### config.mk
export PLATFORM = sky130hd
export DESIGN_NAME = icache_direct
export DESIGN_NICKNAME = d
export VERILOG_FILES = /design/src/rtl/icache_direct.sv
export SDC_FILE = /design/constraint.sdc
export NUM_CORES = 2
export LEC_CHECK = 0
export CAP_MARGIN = 20
export CORE_ASPECT_RATIO = 0.75
export CORE_MARGIN = 4
export CORE_UTILIZATION = 45
export CTS_BUF_LIST = sky130_fd_sc_hd__clkbuf_4
export DETAILED_ROUTE_END_ITERATION = 12
export SLEW_MARGIN = 40
export SYNTH_ARGS = -nofsm -noshare
export SYNTH_HDL_FRONTEND = slang
export SYNTH_SLANG_ARGS = --single-unit
### constraint.sdc
create_clock -name clk -period 11.6 [get_ports clk]
set_input_delay 2.32 -clock clk [delete_from_list [all_inputs] [get_ports clk]]
set_output_delay 2.32 -clock clk [all_outputs]
set_load 0.005 [all_outputs]
### src/rtl/icache_direct.sv
// icache_direct: direct-mapped, read-only instruction cache, one 32-bit word
// per line. Hits answer combinationally in the same cycle; misses run a
// single-word fill over the crossbar read port and answer from fill_data in
// RESP. A one-cycle flush drops every valid bit.
module icache_direct #(
  parameter int          INDEX_BITS = 6,
  parameter logic [31:0] CACHE_BASE = 32'h8000_0000,
  parameter logic [31:0] CACHE_MASK = 32'hFFC0_0000
) (
  input  logic        clk,
  input  logic        rst,
  input  logic        cpu_req,
  input  logic [31:0] cpu_addr,
  output logic [31:0] cpu_rdata,
  output logic        cpu_ready,
  input  logic        flush,
  output logic        mem_req,
  output logic [31:0] mem_addr,
  input  logic [31:0] mem_din,
  input  logic        mem_ok,
  output logic [31:0] hit_count,
  output logic [31:0] miss_count
);

  localparam int LINES = 1 << INDEX_BITS;
  localparam int TAG_W = 30 - INDEX_BITS;

  localparam logic [1:0] IDLE = 2'd0;
  localparam logic [1:0] FILL = 2'd1;
  localparam logic [1:0] RESP = 2'd2;

  logic [1:0]            state;
  logic [31:0]           fill_addr;
  logic [31:0]           fill_data;
  logic                  settle;
  logic                  no_alloc;

  logic [LINES-1:0]      valid;
  logic [TAG_W-1:0]      tag_mem  [LINES];
  logic [31:0]           data_mem [LINES];

  logic [INDEX_BITS-1:0] cpu_idx;
  logic [TAG_W-1:0]      cpu_tag;
  logic [INDEX_BITS-1:0] fill_idx;
  logic [TAG_W-1:0]      fill_tag;
  logic                  cpu_cacheable;
  logic                  fill_cacheable;
  logic                  hit;
  logic                  start_miss;
  logic                  alloc;

  assign cpu_idx        = cpu_addr[INDEX_BITS+1:2];
  assign cpu_tag        = cpu_addr[31:INDEX_BITS+2];
  assign fill_idx       = fill_addr[INDEX_BITS+1:2];
  assign fill_tag       = fill_addr[31:INDEX_BITS+2];
  assign cpu_cacheable  = (cpu_addr  & CACHE_MASK) == CACHE_BASE;
  assign fill_cacheable = (fill_addr & CACHE_MASK) == CACHE_BASE;

  // A flush in flight hides every line, so a request under flush becomes a miss.
  assign hit = cpu_req && (state == IDLE) && !flush && cpu_cacheable &&
               valid[cpu_idx] && (tag_mem[cpu_idx] == cpu_tag);

  assign start_miss = cpu_req && (state == IDLE) && !hit;

  // Allocation happens on the RESP edge; a flush anywhere during the miss
  // (sticky no_alloc, or flush in RESP itself) cancels it.
  assign alloc = (state == RESP) && fill_cacheable && !no_alloc && !flush;

  // CPU response: hit data in IDLE, captured fill data in RESP, zero otherwise.
  always_comb begin
    cpu_ready = 1'b0;
    cpu_rdata = 32'h0;
    if (hit) begin
      cpu_ready = 1'b1;
      cpu_rdata = data_mem[cpu_idx];
    end else if (state == RESP) begin
      cpu_ready = 1'b1;
      cpu_rdata = fill_data;
    end
  end

  // Crossbar request: address held stable for the whole FILL state.
  always_comb begin
    mem_req  = 1'b0;
    mem_addr = 32'h0;
    if (state == FILL) begin
      mem_req  = 1'b1;
      mem_addr = fill_addr;
    end
  end

  // Miss FSM: IDLE -> FILL -> RESP -> IDLE, with the settle handshake in FILL.
  always_ff @(posedge clk) begin
    if (rst) begin
      state     <= IDLE;
      fill_addr <= 32'h0;
      fill_data <= 32'h0;
      settle    <= 1'b0;
      no_alloc  <= 1'b0;
    end else begin
      case (state)
        IDLE: begin
          no_alloc <= 1'b0;
          if (start_miss) begin
            fill_addr <= cpu_addr & 32'hFFFF_FFFC;
            settle    <= 1'b0;
            state     <= FILL;
          end
        end
        FILL: begin
          if (flush) no_alloc <= 1'b1;
          // The crossbar registers the address, so mem_din is only trusted
          // after a full cycle of mem_ok; any stall restarts that count.
          if (!mem_ok) begin
            settle <= 1'b0;
          end else if (!settle) begin
            settle <= 1'b1;
          end else begin
            fill_data <= mem_din;
            settle    <= 1'b0;
            state     <= RESP;
          end
        end
        RESP: begin
          no_alloc <= 1'b0;
          state    <= IDLE;
        end
        default: begin
          no_alloc <= 1'b0;
          settle   <= 1'b0;
          state    <= IDLE;
        end
      endcase
    end
  end

  // Valid bits: reset and flush clear all; a completed cacheable miss sets one.
  always_ff @(posedge clk) begin
    if (rst || flush) begin
      valid <= '0;
    end else if (alloc) begin
      valid[fill_idx] <= 1'b1;
    end
  end

  // Tag and data arrays carry no reset; valid alone qualifies their contents.
  always_ff @(posedge clk) begin
    if (!rst && alloc) begin
      tag_mem[fill_idx]  <= fill_tag;
      data_mem[fill_idx] <= fill_data;
    end
  end

  // Debug counters: saturate at all-ones, survive flush, cleared only by reset.
  always_ff @(posedge clk) begin
    if (rst) begin
      hit_count  <= 32'h0;
      miss_count <= 32'h0;
    end else begin
      if (hit && (hit_count != 32'hFFFF_FFFF))
        hit_count <= hit_count + 32'd1;
      if (start_miss && (miss_count != 32'hFFFF_FFFF))
        miss_count <= miss_count + 32'd1;
    end
  end

endmodule

==> results.md <==
- Finish-stage setup viols: 0
- Max_slew headroom: 0.377
- Pleak: 59.3 nW
- Layout filler cell count: 25500
- Starting Density: 0.454
- Num CTS Buffers: 879
- Power per Cell Area: 159 nW/um^2
- Hold EP: valid[57]$_SDFFE_PP0P_
- Final std cells w/o fill: 12800
- Synth Register Bits: 3778
- Setup TNS: 0 ps
- Avg WL per Cell: 34.3 microns
- Synth Instances: 6859
- Critical Path Max Stage Delay: 610 ps
- Yosys top cell area share: 0.737
- Worst Skew: 150 ps
- Proportion of synthesized area in mux cells: 0.170
- Largest net degree at the start of global routing: 98
- CP arrival: 8010 ps
- Fin. max-slew vios: 0
- Worst Path Max Fanout: 97
- Global-route wire length before repair: 606000 microns
- Ys async rst share: 0
- Crit Path Category: in -> out
- Synth Area in Simple Gates: 0.0304
- Detailed placement HPWL: 235000 microns
- Post-synthesis adder-cell area fraction: 0.000171
- CTS max path bufs: 4
- Final Hold Fails: 0
- CP required: 9280 ps
- Dominant cell type by area after synthesis: edfxtp_1
- Hold path depth: 2
- Die height: 501 microns
- DR vias/cell: 6.21
- Nets: 7921
- DRT Wirelength: 438000 microns
- Hold Buf Count CTS: 0
- Worst VDD drop: 111 uV
- Syn Area/Cell: 21.3 sq um
- CTS tree: done
- Vias in the first global route: 78200
- Maxcap violations: 0
- Status: completed
- Clock Latency Late Sink: 1460 ps
- Initial DRC Count: 11700
- DRC: 0
- Slew @ Worst Pin: 932 ps
- Die W: 666 microns
- Compound-Gate Fraction of Synth Area: 0.0221
- 1st-pass router iterations: 7
- Most used DFF post-synth: edfxtp_1
- Hold_sp: valid[57]$_SDFFE_PP0P_
- DR vias: 79400
- Startpoint Class: input port
- Final GP Congestion: 0.842
- Dominant cells by area after synthesis: edfxtp_1, mux4_2, dfxtp_1
- Layout Area Growth over Synthesis: 13.9%
- IO buf count: 194
- Total grt overflow: 0
- GRT Util Overall: 0.260
- Max frequency: 0.0968 GHz
- Crit path max-delay cell type: buf_12
- Final ANT Viol Nets: 0
- Cell repeated most along the worst path: mux4_2
- Sequential share of the synthesized area: 0.763
- Worst-path clk slew: 60 ps
- CTS sink count: 3778
- R2r worst-path depth: 8
- # resized after CTS: 0
- Tcrit/Tclk final: 0.890
- Largest family of logic cells by synthesized area: multiplexers
- Crit. End Element: primary output
- RSZ-0062 raised after global routing: false
- Count leader, synth: edfxtp_1
- Worst r2r dst: data_mem[24][29]$_DFFE_PP_
- Worst hold path class: reg -> reg
- Fin crit period: 10330 ps
- XOR/XNOR Fraction of Synth Area: 0.00162
- IO Count: 199
- CTS Root Cell: clkbuf_4
- Post-synth EDFFs: 3584
- Cell breakdown of the critical path: buf_8, buf_12, mux4_2, mux4_2, o21a_1, xnor2_1, a31oi_1, nor4_1, nand4_1, buf_4, o21ai_0, clkdlybuf4s50_1
- Core ar.: 322000 sq um
- Initial antenna violation count: 18
- Layout cell share with drive strength beyond 1: 0.336
- Netlist Area Pre-Place: 146000 sq um
- Synth unique cells: 84
- Post-CTS setup buffers: 0
- Worst r2r src: state[1]$_SDFFE_PP0P_
- Worst R2R Setup Slack: 5950 ps
- Die area: 334000 sq um
- Row cnt: 180
- Post-synth top cells: edfxtp_1, mux4_2, nand2_1, mux2i_1, nor2_1
- Ys Warns: 0
- H-tree Lvls: 6
- # placed instances: 11200
power breakdown:
part           total (mW)  internal, mW  leakage, nW  switching, mW
Combinational       0.970         0.360         12.8          0.610
Clock                10.6          5.38         6.60           5.18
Sequential           14.9          14.8         39.9         0.0516
Total                26.4          20.6         59.3           5.84
cell usage in the layout (no fill, tap or decap), drive strengths merged, types with 38 or more instances in the layout:
cell type / count
clkinv: 177
mux4: 990
and2: 53
mux2i: 210
a22oi: 78
or4: 38
a21oi: 199
nand2: 296
nor2: 205
edfxtp: 3584
clkdlybuf4s50: 187
o21ai: 48
clkbuf: 1314
buf: 308
dfxtp: 194
nand3: 127
cells by family after synthesis:
logic type,after synthesis
xor+xnor,27
fa+ha+maj,2
mux,1234
buf+inv,400
other cells,1
compound gates,504
flops,3778
simple gates,913
stage by stage:
step	cell area, sq um	total power, mW	hold slack [ps]	setup slack [ps]	util
3_5_place_dp	155000	16.1	453	1480	0.482
4_1_cts	166000	26.6	469	1480	0.517
6_report	166000	26.4	463	1270	0.517
2_1_floorplan	146000	15.8	431	3070	-
5_1_grt	166000	27.4	495	1260	0.517
3_3_place_gp	155000	16.1	442	1430	0.480
how the worst max path moves through the flow:
stage                startpoint             to  slack, ps
finish              cpu_addr[4]  cpu_rdata[17]       1270
global route        cpu_addr[4]  cpu_rdata[23]       1260
CTS                 cpu_addr[2]  cpu_rdata[19]       1480
detailed placement  cpu_addr[2]  cpu_rdata[19]       1480
global placement    cpu_addr[4]  cpu_rdata[16]       1430
floorplan           cpu_addr[2]  cpu_rdata[10]       3070
state kept, by name, indices dropped and copies added (netlist names):
register,cells
tag_mem,1536
miss_count,32
data_mem,2048
state,2
fill_addr,30
fill_data,32
valid,64
settle,1
no_alloc,1
hit_count,32
area by class of cell:
| type | instances | area [sq um] | share of cell area |
|---|---|---|---|
| clock inverters | 213 | 1160 | 0.00700 |
| diodes | 5 | 12.5 | 0.0000752 |
| multi-input cells | 2682 | 33300 | 0.200 |
| well taps | 4277 | 5350 | 0.0322 |
| inverters | 13 | 61.3 | 0.000368 |
| repair buffers | 496 | 5020 | 0.0302 |
| flip-flops and latches | 3778 | 112000 | 0.671 |
| clock buffers | 1313 | 9860 | 0.0592 |
critical path: cells and delay by family:
family,cells,cell delay [ps]
buf+inv,4,2070
mux,2,1140
compound gates,3,1040
simple gates,2,690
xor+xnor,1,500
metal layers:
layer / part of all wire / track usage / vias to the layer above / wire length, microns
met2: 0.45 / 0.384 / 4983 / 197000
met3: 0.12 / 0.0685 / 671 / 51400
met1: 0.41 / 0.383 / 42400 / 178000
met4: 0.024 / 0.0713 / 12 / 10700
met5: 0.00019 / 0 / - / 82
li1: - / - / 31300 / -
Note: power is estimated with default switching activity, not from simulation.
